<file path="config.mk">
export PLATFORM = sky130hd
export DESIGN_NAME = uart_byte_rx
export DESIGN_NICKNAME = d
export VERILOG_FILES = /design/src/rtl/uart_pkg.sv /design/src/rtl/uart_rx_sync.sv /design/src/rtl/uart_byte_rx.sv
export SDC_FILE = /design/constraint.sdc
export NUM_CORES = 1
export LEC_CHECK = 0
export ABC_AREA = 0
export CORE_MARGIN = 1
export CORE_UTILIZATION = 42
export CTS_CLUSTER_SIZE = 10
export DETAILED_ROUTE_END_ITERATION = 6
export SYNTH_ARGS = -nofsm -noshare
export SYNTH_HDL_FRONTEND = slang
export SYNTH_HIERARCHICAL = 1
export SYNTH_SLANG_ARGS = --single-unit
export TNS_END_PERCENT = 5
</file>
<file path="constraint.sdc">
create_clock -name sys_clk -period 1.7 [get_ports sys_clk]
set_clock_uncertainty 0.2 [all_clocks]
set_input_delay 0.255 -clock sys_clk [delete_from_list [all_inputs] [get_ports sys_clk]]
set_output_delay 0.255 -clock sys_clk [all_outputs]
set_load 0.05 [all_outputs]
</file>
<file path="src/rtl/uart_pkg.sv">
// Shared UART constants and receiver state encoding, used by both the
// receiver and the transmitter.
package uart_pkg;

    localparam logic [12:0] MCNT_BAUD = 13'd5207;
    localparam logic [12:0] MCNT_HALF = MCNT_BAUD / 13'd2;

    localparam logic START_BIT = 1'b0;
    localparam logic STOP_BIT  = 1'b1;

    typedef enum logic [1:0] {
        IDLE  = 2'd0,
        START = 2'd1,
        DATA  = 2'd2,
        STOP  = 2'd3
    } rx_state_t;

endpackage

</file>
<file path="src/rtl/uart_rx_sync.sv">
// Two-flop synchronizer for the serial line plus falling-edge (start) detect.
module uart_rx_sync (
    input  logic sys_clk,
    input  logic sys_rst,
    input  logic uart_rx,
    output logic rx_s2,
    output logic start_edge
);
    import uart_pkg::*;

    logic rx_s1;
    logic rx_s3;

    // Registers reset to the idle line level so reset release never looks like an edge.
    always_ff @(posedge sys_clk) begin
        if (sys_rst) begin
            rx_s1 <= STOP_BIT;
            rx_s2 <= STOP_BIT;
            rx_s3 <= STOP_BIT;
        end else begin
            rx_s1 <= uart_rx;
            rx_s2 <= rx_s1;
            rx_s3 <= rx_s2;
        end
    end

    assign start_edge = (rx_s3 == STOP_BIT) && (rx_s2 == START_BIT);

endmodule

</file>
<file path="src/rtl/uart_byte_rx.sv">
// 8N1 UART byte receiver: mid-bit sampling, one-cycle done/framing-error
// pulses, and an LED that toggles on every good byte.
module uart_byte_rx #(
    parameter logic [12:0] MCNT_BAUD = uart_pkg::MCNT_BAUD,
    parameter logic [12:0] MCNT_HALF = MCNT_BAUD / 13'd2
) (
    input  logic       sys_clk,
    input  logic       sys_rst,
    input  logic       uart_rx,
    output logic [7:0] rx_data,
    output logic       rx_done,
    output logic       frame_err,
    output logic       led
);
    import uart_pkg::*;

    rx_state_t   state;
    rx_state_t   state_next;
    logic [12:0] baud_cnt;
    logic [2:0]  bit_idx;
    logic [7:0]  shift_reg;
    logic        rx_s2;
    logic        start_edge;

    logic        mid_bit;
    logic        bit_end;
    logic        sample_bit;
    logic        done_set;
    logic        err_set;

    uart_rx_sync u_sync (
        .sys_clk    (sys_clk),
        .sys_rst    (sys_rst),
        .uart_rx    (uart_rx),
        .rx_s2      (rx_s2),
        .start_edge (start_edge)
    );

    always_ff @(posedge sys_clk) begin
        if (sys_rst) begin
            state <= IDLE;
        end else begin
            state <= state_next;
        end
    end

    always_comb begin
        state_next = state;
        mid_bit    = (baud_cnt == MCNT_HALF);
        bit_end    = (baud_cnt == MCNT_BAUD);
        sample_bit = 1'b0;
        done_set   = 1'b0;
        err_set    = 1'b0;
        unique case (state)
            IDLE: begin
                if (start_edge) begin
                    state_next = START;
                end
            end
            START: begin
                if (mid_bit && (rx_s2 != START_BIT)) begin
                    state_next = IDLE;
                end else if (bit_end) begin
                    state_next = DATA;
                end
            end
            DATA: begin
                sample_bit = mid_bit;
                if (bit_end && (bit_idx == 3'd7)) begin
                    state_next = STOP;
                end
            end
            STOP: begin
                // Leave at mid stop bit so a back-to-back start edge is not missed.
                if (mid_bit) begin
                    state_next = IDLE;
                    done_set   = (rx_s2 == STOP_BIT);
                    err_set    = (rx_s2 != STOP_BIT);
                end
            end
            default: state_next = IDLE;
        endcase
    end

    always_ff @(posedge sys_clk) begin
        if (sys_rst) begin
            baud_cnt <= '0;
        end else if ((state == IDLE) || (state_next == IDLE) || bit_end) begin
            baud_cnt <= '0;
        end else begin
            baud_cnt <= baud_cnt + 13'd1;
        end
    end

    always_ff @(posedge sys_clk) begin
        if (sys_rst) begin
            bit_idx <= '0;
        end else if ((state == START) && bit_end) begin
            bit_idx <= '0;
        end else if ((state == DATA) && bit_end && (bit_idx != 3'd7)) begin
            bit_idx <= bit_idx + 3'd1;
        end
    end

    // LSB arrives first: shifting in at the MSB leaves bit 0 in place after eight samples.
    always_ff @(posedge sys_clk) begin
        if (sys_rst) begin
            shift_reg <= '0;
        end else if (sample_bit) begin
            shift_reg <= {rx_s2, shift_reg[7:1]};
        end
    end

    always_ff @(posedge sys_clk) begin
        if (sys_rst) begin
            rx_data   <= '0;
            rx_done   <= 1'b0;
            frame_err <= 1'b0;
            led       <= 1'b0;
        end else begin
            rx_done   <= done_set;
            frame_err <= err_set;
            if (done_set) begin
                rx_data <= shift_reg;
                led     <= ~led;
            end
        end
    end

endmodule

</file>
==> After elaboration in Yosys (flattened, before gate mapping) <==
Index checks and enable logic that the tools add are counted.
{ "classes": {"n_addsub": 2, "n_eq_ne": 7, "muxes": 9, "bitwise_logic": 4, "n_reduce_logical": 13} }
{ "ops": {"columns": ["cell", "n"], "rows": [
  ["13-bit by 1-bit adder with 13-bit output, second input constant", 1],
  ["13-bit by 12-bit equality test with 1-bit output, second input constant", 1],
  ["13-bit equality test, second input constant", 1],
  ["2-bit 2-to-1 mux", 5],
  ["2-bit case mux with 4 select lines", 1],
  ["1-bit logical AND", 6],
  ["2-bit equality test, second input constant", 2],
  ["2-bit zero test", 2],
  ["1-bit NOT", 4],
  ["2-bit OR reduction", 2],
  ["3-bit by 1-bit adder with 3-bit output, second input constant", 1],
  ["3-bit equality test, second input constant", 1],
  ["1-bit 2-to-1 mux", 3],
  ["3-bit inequality test, second input constant", 1],
  ["3-bit OR reduction", 1],
  ["2-bit by 1-bit equality test with 1-bit output, second input constant", 1],
  ["1-bit logical OR", 2]
]} }
{ "totals": {"ff_bits": 40, "in_bits": 3, "output_inout_bits": 11, "word_cells": 46} }

==> Logic depth before layout (Yosys ltp) <==
Gate-level depths: netlist (run 1).
{ "depth": {"ltp_word": 8, "ltp_mapped": 7} }

==> Hierarchy <==
Netlist (run 1), hierarchy kept.
{ "modules_own_cells": {"columns": ["module", "instances", "cells_per_inst", "area_each_um2", "seq_area_each_um2"], "rows": [
  ["uart_byte_rx", 1, 180, 1727.9, 740.7],
  ["uart_rx_sync", 1, 7, 85.1, 60.1]
]} }

==> Least setup slack after synthesis (run 1) <==
Ideal clock, no wire load.
{ "synth_timing": {"kind": "reg-to-reg", "start": "register baud_cnt[0]", "end": "register baud_cnt[10]", "setup_time_ns": 0.119, "t_arrival_ns": 1.503, "t_required_ns": 1.381, "setup_slack_ns": -0.121, "path_stages_with_launch": 8, "cell_sequence": "dfxtp_1 > ha_1 > nor3b_1 > and4_4 > buf_6 > a211o_1 > buf_6 > nor3_2"} }
{ "synth_via": {"elab_chain_len": 8, "elab_cells_between_ends": 14, "cone_classes": "add/sub: 1; eq/ne: 2; mux: 5; reduce/logical: 6"} }
{ "synth_lines": {"columns": ["element", "line", "text"], "rows": [
  ["from (decl)", "uart_byte_rx.sv:19", "logic [12:0] baud_cnt;"],
  ["from (signal assigned)", "uart_byte_rx.sv:91", "baud_cnt <= baud_cnt + 13'd1;"],
  ["13-bit equality test or 13-bit by 12-bit equality test with 1-bit output (tied branches)", "uart_byte_rx.sv:50, uart_byte_rx.sv:49", null],
  ["2-bit 2-to-1 mux, or another cell as far along", "uart_byte_rx.sv:63", "end else if (bit_end) begin"],
  ["2-bit 2-to-1 mux (on tied branches)", "uart_byte_rx.sv:61, uart_byte_rx.sv:69", null],
  ["2-bit case mux with 4 select lines", "uart_byte_rx.sv:54", "unique case (state)"],
  ["2-bit zero test", "uart_byte_rx.sv:88", "end else if ((state == IDLE) || (state_next == IDLE) || bit_end) begin"],
  ["1-bit logical OR (2 in a row)", "uart_byte_rx.sv:88", null],
  ["2-bit OR reduction (no line)", null, null]
]} }
Parallel ways exist; a longest one is shown, timed or not.
A chain may end at the register's enable or synchronous reset.

==> Worst setup path in the final report (run 1) <==
{ "layout_timing": {"start": "register baud_cnt[2]", "end": "register shift_reg[0]"} }
{ "layout_via": {"elab_chain_len": 2} }
{ "layout_lines": {"columns": ["element", "line", "text"], "rows": [
  ["13-bit by 12-bit equality test with 1-bit output", "uart_byte_rx.sv:49", "mid_bit = (baud_cnt == MCNT_HALF);"],
  ["1-bit 2-to-1 mux", "uart_byte_rx.sv:54", null],
  ["to (signal assigned)", "uart_byte_rx.sv:110", "shift_reg <= {rx_s2, shift_reg[7:1]};"],
  ["to (decl)", "uart_byte_rx.sv:21", "logic [7:0] shift_reg;"]
]} }
Every way passes these cells.

==> results of run 1 <==
==> layout make-up <==
type | instances | area (um2) | area share, %
Clock inverter | 3 | 46.3 | 1.97
Tap cell | 50 | 62.6 | 2.66
Timing Repair Buffer | 39 | 335 | 14.2
Clock buffer | 5 | 68.8 | 2.92
Multi-Input combinational cell | 132 | 1020 | 43.3
Inverter | 2 | 7.51 | 0.319
Sequential cell | 40 | 813 | 34.6
==> path summary, 6_finish.rpt <==
check | start | endpoint | slack [ns]
setup / recovery | baud_cnt[2] | shift_reg[0] | 0.02
setup reg to reg | baud_cnt[2] | shift_reg[0] | 0.02
hold reg to reg | u_sync/rx_s1 | u_sync/rx_s2 | 0.22
hold / removal | u_sync/rx_s1 | u_sync/rx_s2 | 0.22
==> cells in the mapped netlist <==
cell type / n
a211o_1: 1
a211oi_1: 1
a21oi_1: 15
and2_1: 4
and3_1: 2
and4_1: 3
and4_4: 1
and4bb_1: 1
buf_1: 1
buf_2: 2
buf_4: 1
buf_6: 2
clkbuf_1: 7
dfxtp_1: 40
ha_1: 3
inv_1: 2
mux2i_1: 8
nand2_1: 4
nand2b_1: 1
nand3_1: 16
nand3b_1: 1
nand4_1: 4
nand4_2: 2
nor2_1: 10
nor2b_1: 2
nor3_1: 2
nor3_2: 11
nor3b_1: 5
nor4_1: 1
nor4b_1: 1
nor4b_4: 2
nor4bb_1: 1
o21ai_0: 14
o31ai_1: 1
or2_1: 3
or3_1: 1
xnor2_1: 1
xor2_1: 10
==> power groups by stage <==
stage	Sequential [mW]	Combinational [mW]	Clock [mW]
finish	0.946	0.0462	0.788
global route	0.947	0.0511	0.855
floorplan	0.966	0.0263	0
detailed placement	0.969	0.0441	0
CTS	0.947	0.0452	0.813
global placement	0.969	0.0428	0
==> per-stage QoR <==
stage	std cells	instance area [um2]	power, mW
after global placement	263	2160	1.01
final	271	2350	1.78
after CTS	271	2310	1.81
after detailed placement	263	2160	1.01
after global routing	271	2350	1.85
after floorplan	187	1830	0.992
==> routing by layer <==
metal,up-vias,part of all wire [%],track usage [%]
met5,-,0,0
met4,0,1.5,8.78
met3,5,2.4,4.56
met2,18,47,29.3
met1,687,49,24.5
li1,734,-,-
==> repair_timing <==
action	CTS	global route
resized for setup	9	18
setup endpoints to repair	29	36
pin swaps	0	6
hold endpoints to repair	0	0
==> cells by family after synthesis <==
family	Yosys count	synth area share, %
AO/OA/AOI/OAI	32	9.32
XOR/XNOR	11	5.31
adder cells (fa/ha/maj)	3	2.07
buffers and inverters	15	4.28
flip-flops	40	44.2
multiplexers	8	4.42
AND/OR/NAND/NOR	78	30.4
==> worst max-delay path: stages, from the launching register on <==
cell	delay, ns
dfxtp_2	0.34
nor4b_4	0.35
buf_4	0.19
nand4_4	0.20
mux2i_1	0.23
nor2_1	0.06
==> flow_metrics.py, run 1 <==
metrics = {
    "routing": {
        "remaining_drc_errors": 0,
        "routed_wl_um": 3730,
        "ant_nets": 0,
        "first_iter_violations": 31,
        "dr.pass1.iters": 4,
        "wl_per_cell_um": 13.8,
        "num_vias": 1444,
        "detail_route.vias_per_cell": 5.33,
    },
    "floorplanning": {
        "die_h_um": 67.7,
        "die_area_mm2": 0.00458,
        "row_count": 23,
        "ios": 14,
        "start_util_pct": 44.4,
        "core_area_mm2": 0.00409,
        "fp.dieW_um": 67.7,
    },
    "timing": {
        "rsz0062_at_grt": "true",
        "fmaxAchievable_ghz": 0.594,
        "finalMaxSlewViolations": 0,
        "holdWs_ns": 0.223,
        "setup_ws_ns": 0.0171,
        "finalCritPeriodShare_pct": 99.0,
        "period_minus_slack_ns": 1.68,
        "hold_violations": 0,
        "maxSlewHeadroom_pct": 79.8,
        "finalSetupTns_ns": 0,
        "setup_violations": 0,
        "worst_pin_slew_ns": 0.301,
    },
    "final_layout": {
        "final_cell_mix": "34 x buf_4, 32 x dfxtp_1, 16 x nand3_1, 15 x a21oi_1, 11 x nor3_2",
        "drive_gt1_share_pct": 36.2,
        "largest_reg_flops": 13,
        "num_antenna_cells": 0,
        "syn_to_final_growth_pct": 29.8,
        "fin_util_pct": 57.6,
        "final_common_cell": "buf_4",
        "nets": 226,
        "n_fill_cell": 370,
    },
    "global_route": {
        "grt_start_max_net_pins": 23,
        "grt_pass1_wl_um": 6350,
        "track_usage_pct": 18.9,
        "grt_pass1_vias": 1400,
        "grt_overflow": 0,
        "antenna_found_initial": 0,
    },
    "yosys": {
        "synth_seq_cells": 40,
        "synthCells": 187,
        "synth_area_mm2": 0.00181,
        "syn_nets": 193,
        "synth_top_area_share_pct": 44.2,
        "avgSynthCellArea_um2": 9.70,
        "synth.yosys.warnings": 6,
        "ys_seq_area_share_pct": 44.2,
        "synth.area.top_cells": "dfxtp_1 44%, nor3_2 6.1%, xor2_1 4.8%",
        "yosysTopAreaCell": "dfxtp_1",
        "synthDistinctLibCells": 38,
    },
    "worst_setup_path": {
        "reg2reg_depth": 5,
        "required_ns": 1.68,
        "path_class": "flip-flop to flip-flop",
        "cp.arrival_ns": 1.67,
        "crit_path_max_fanout": 8,
        "cp-end-kind": "flip-flop",
        "startpoint_type": "flip-flop",
    },
    "placement": {
        "portBuffers": 13,
        "gp_congestion": 0.849,
        "dp_hpwl_um": 2730,
        "preCtsSetupSlack_ns": -0.0690,
    },
    "clocking": {
        "cts_tree": "done",
        "htreeDepth": 2,
        "cts_hold_repair.buffers": 0,
        "post_cts_buffers": 0,
        "cts_inserted_buffers": 5,
        "cts_sinks": 40,
        "cts_buffer_depth": 2,
        "path_clk_slew_ns": 0.08,
        "clk_latency_ns": 0.29,
        "cts_root_buffer": "clkbuf_8",
    },
    "power": {
        "power_density_mw_per_mm2": 756,
        "p_seq_share_pct": 53.1,
        "power_frac_comb_pct": 2.6,
        "p_leak_nw": 0.936,
        "p_switching_uw": 378,
        "p_sw_share_pct": 21.3,
        "p_clk_share_pct": 44.3,
        "max-vdd-ir-drop_v": 0.000342,
        "intPower_mw": 1.40,
    },
    "min_path": {
        "holdPathStages": 1,
        "hold_path.class": "flip-flop to flip-flop",
    },
    "run": {
        "cap_viol_max_count": 0,
    },
    "status": {
        "status": "finished clean",
    },
}
No activity file was read; power rests on OpenSTA's default activity.
==> run 2, diff against run 1 <==
--- a/config.mk
+++ b/config.mk
@@ -8,6 +8,7 @@
 export ABC_AREA = 0
 export CORE_MARGIN = 1
 export CORE_UTILIZATION = 42
+export CTS_CLUSTER_DIAMETER = 40
 export CTS_CLUSTER_SIZE = 10
 export DETAILED_ROUTE_END_ITERATION = 6
 export SYNTH_ARGS = -nofsm -noshare
==> results of run 2 <==
No change in the layout: final DEF, timing and power equal those of run 1.
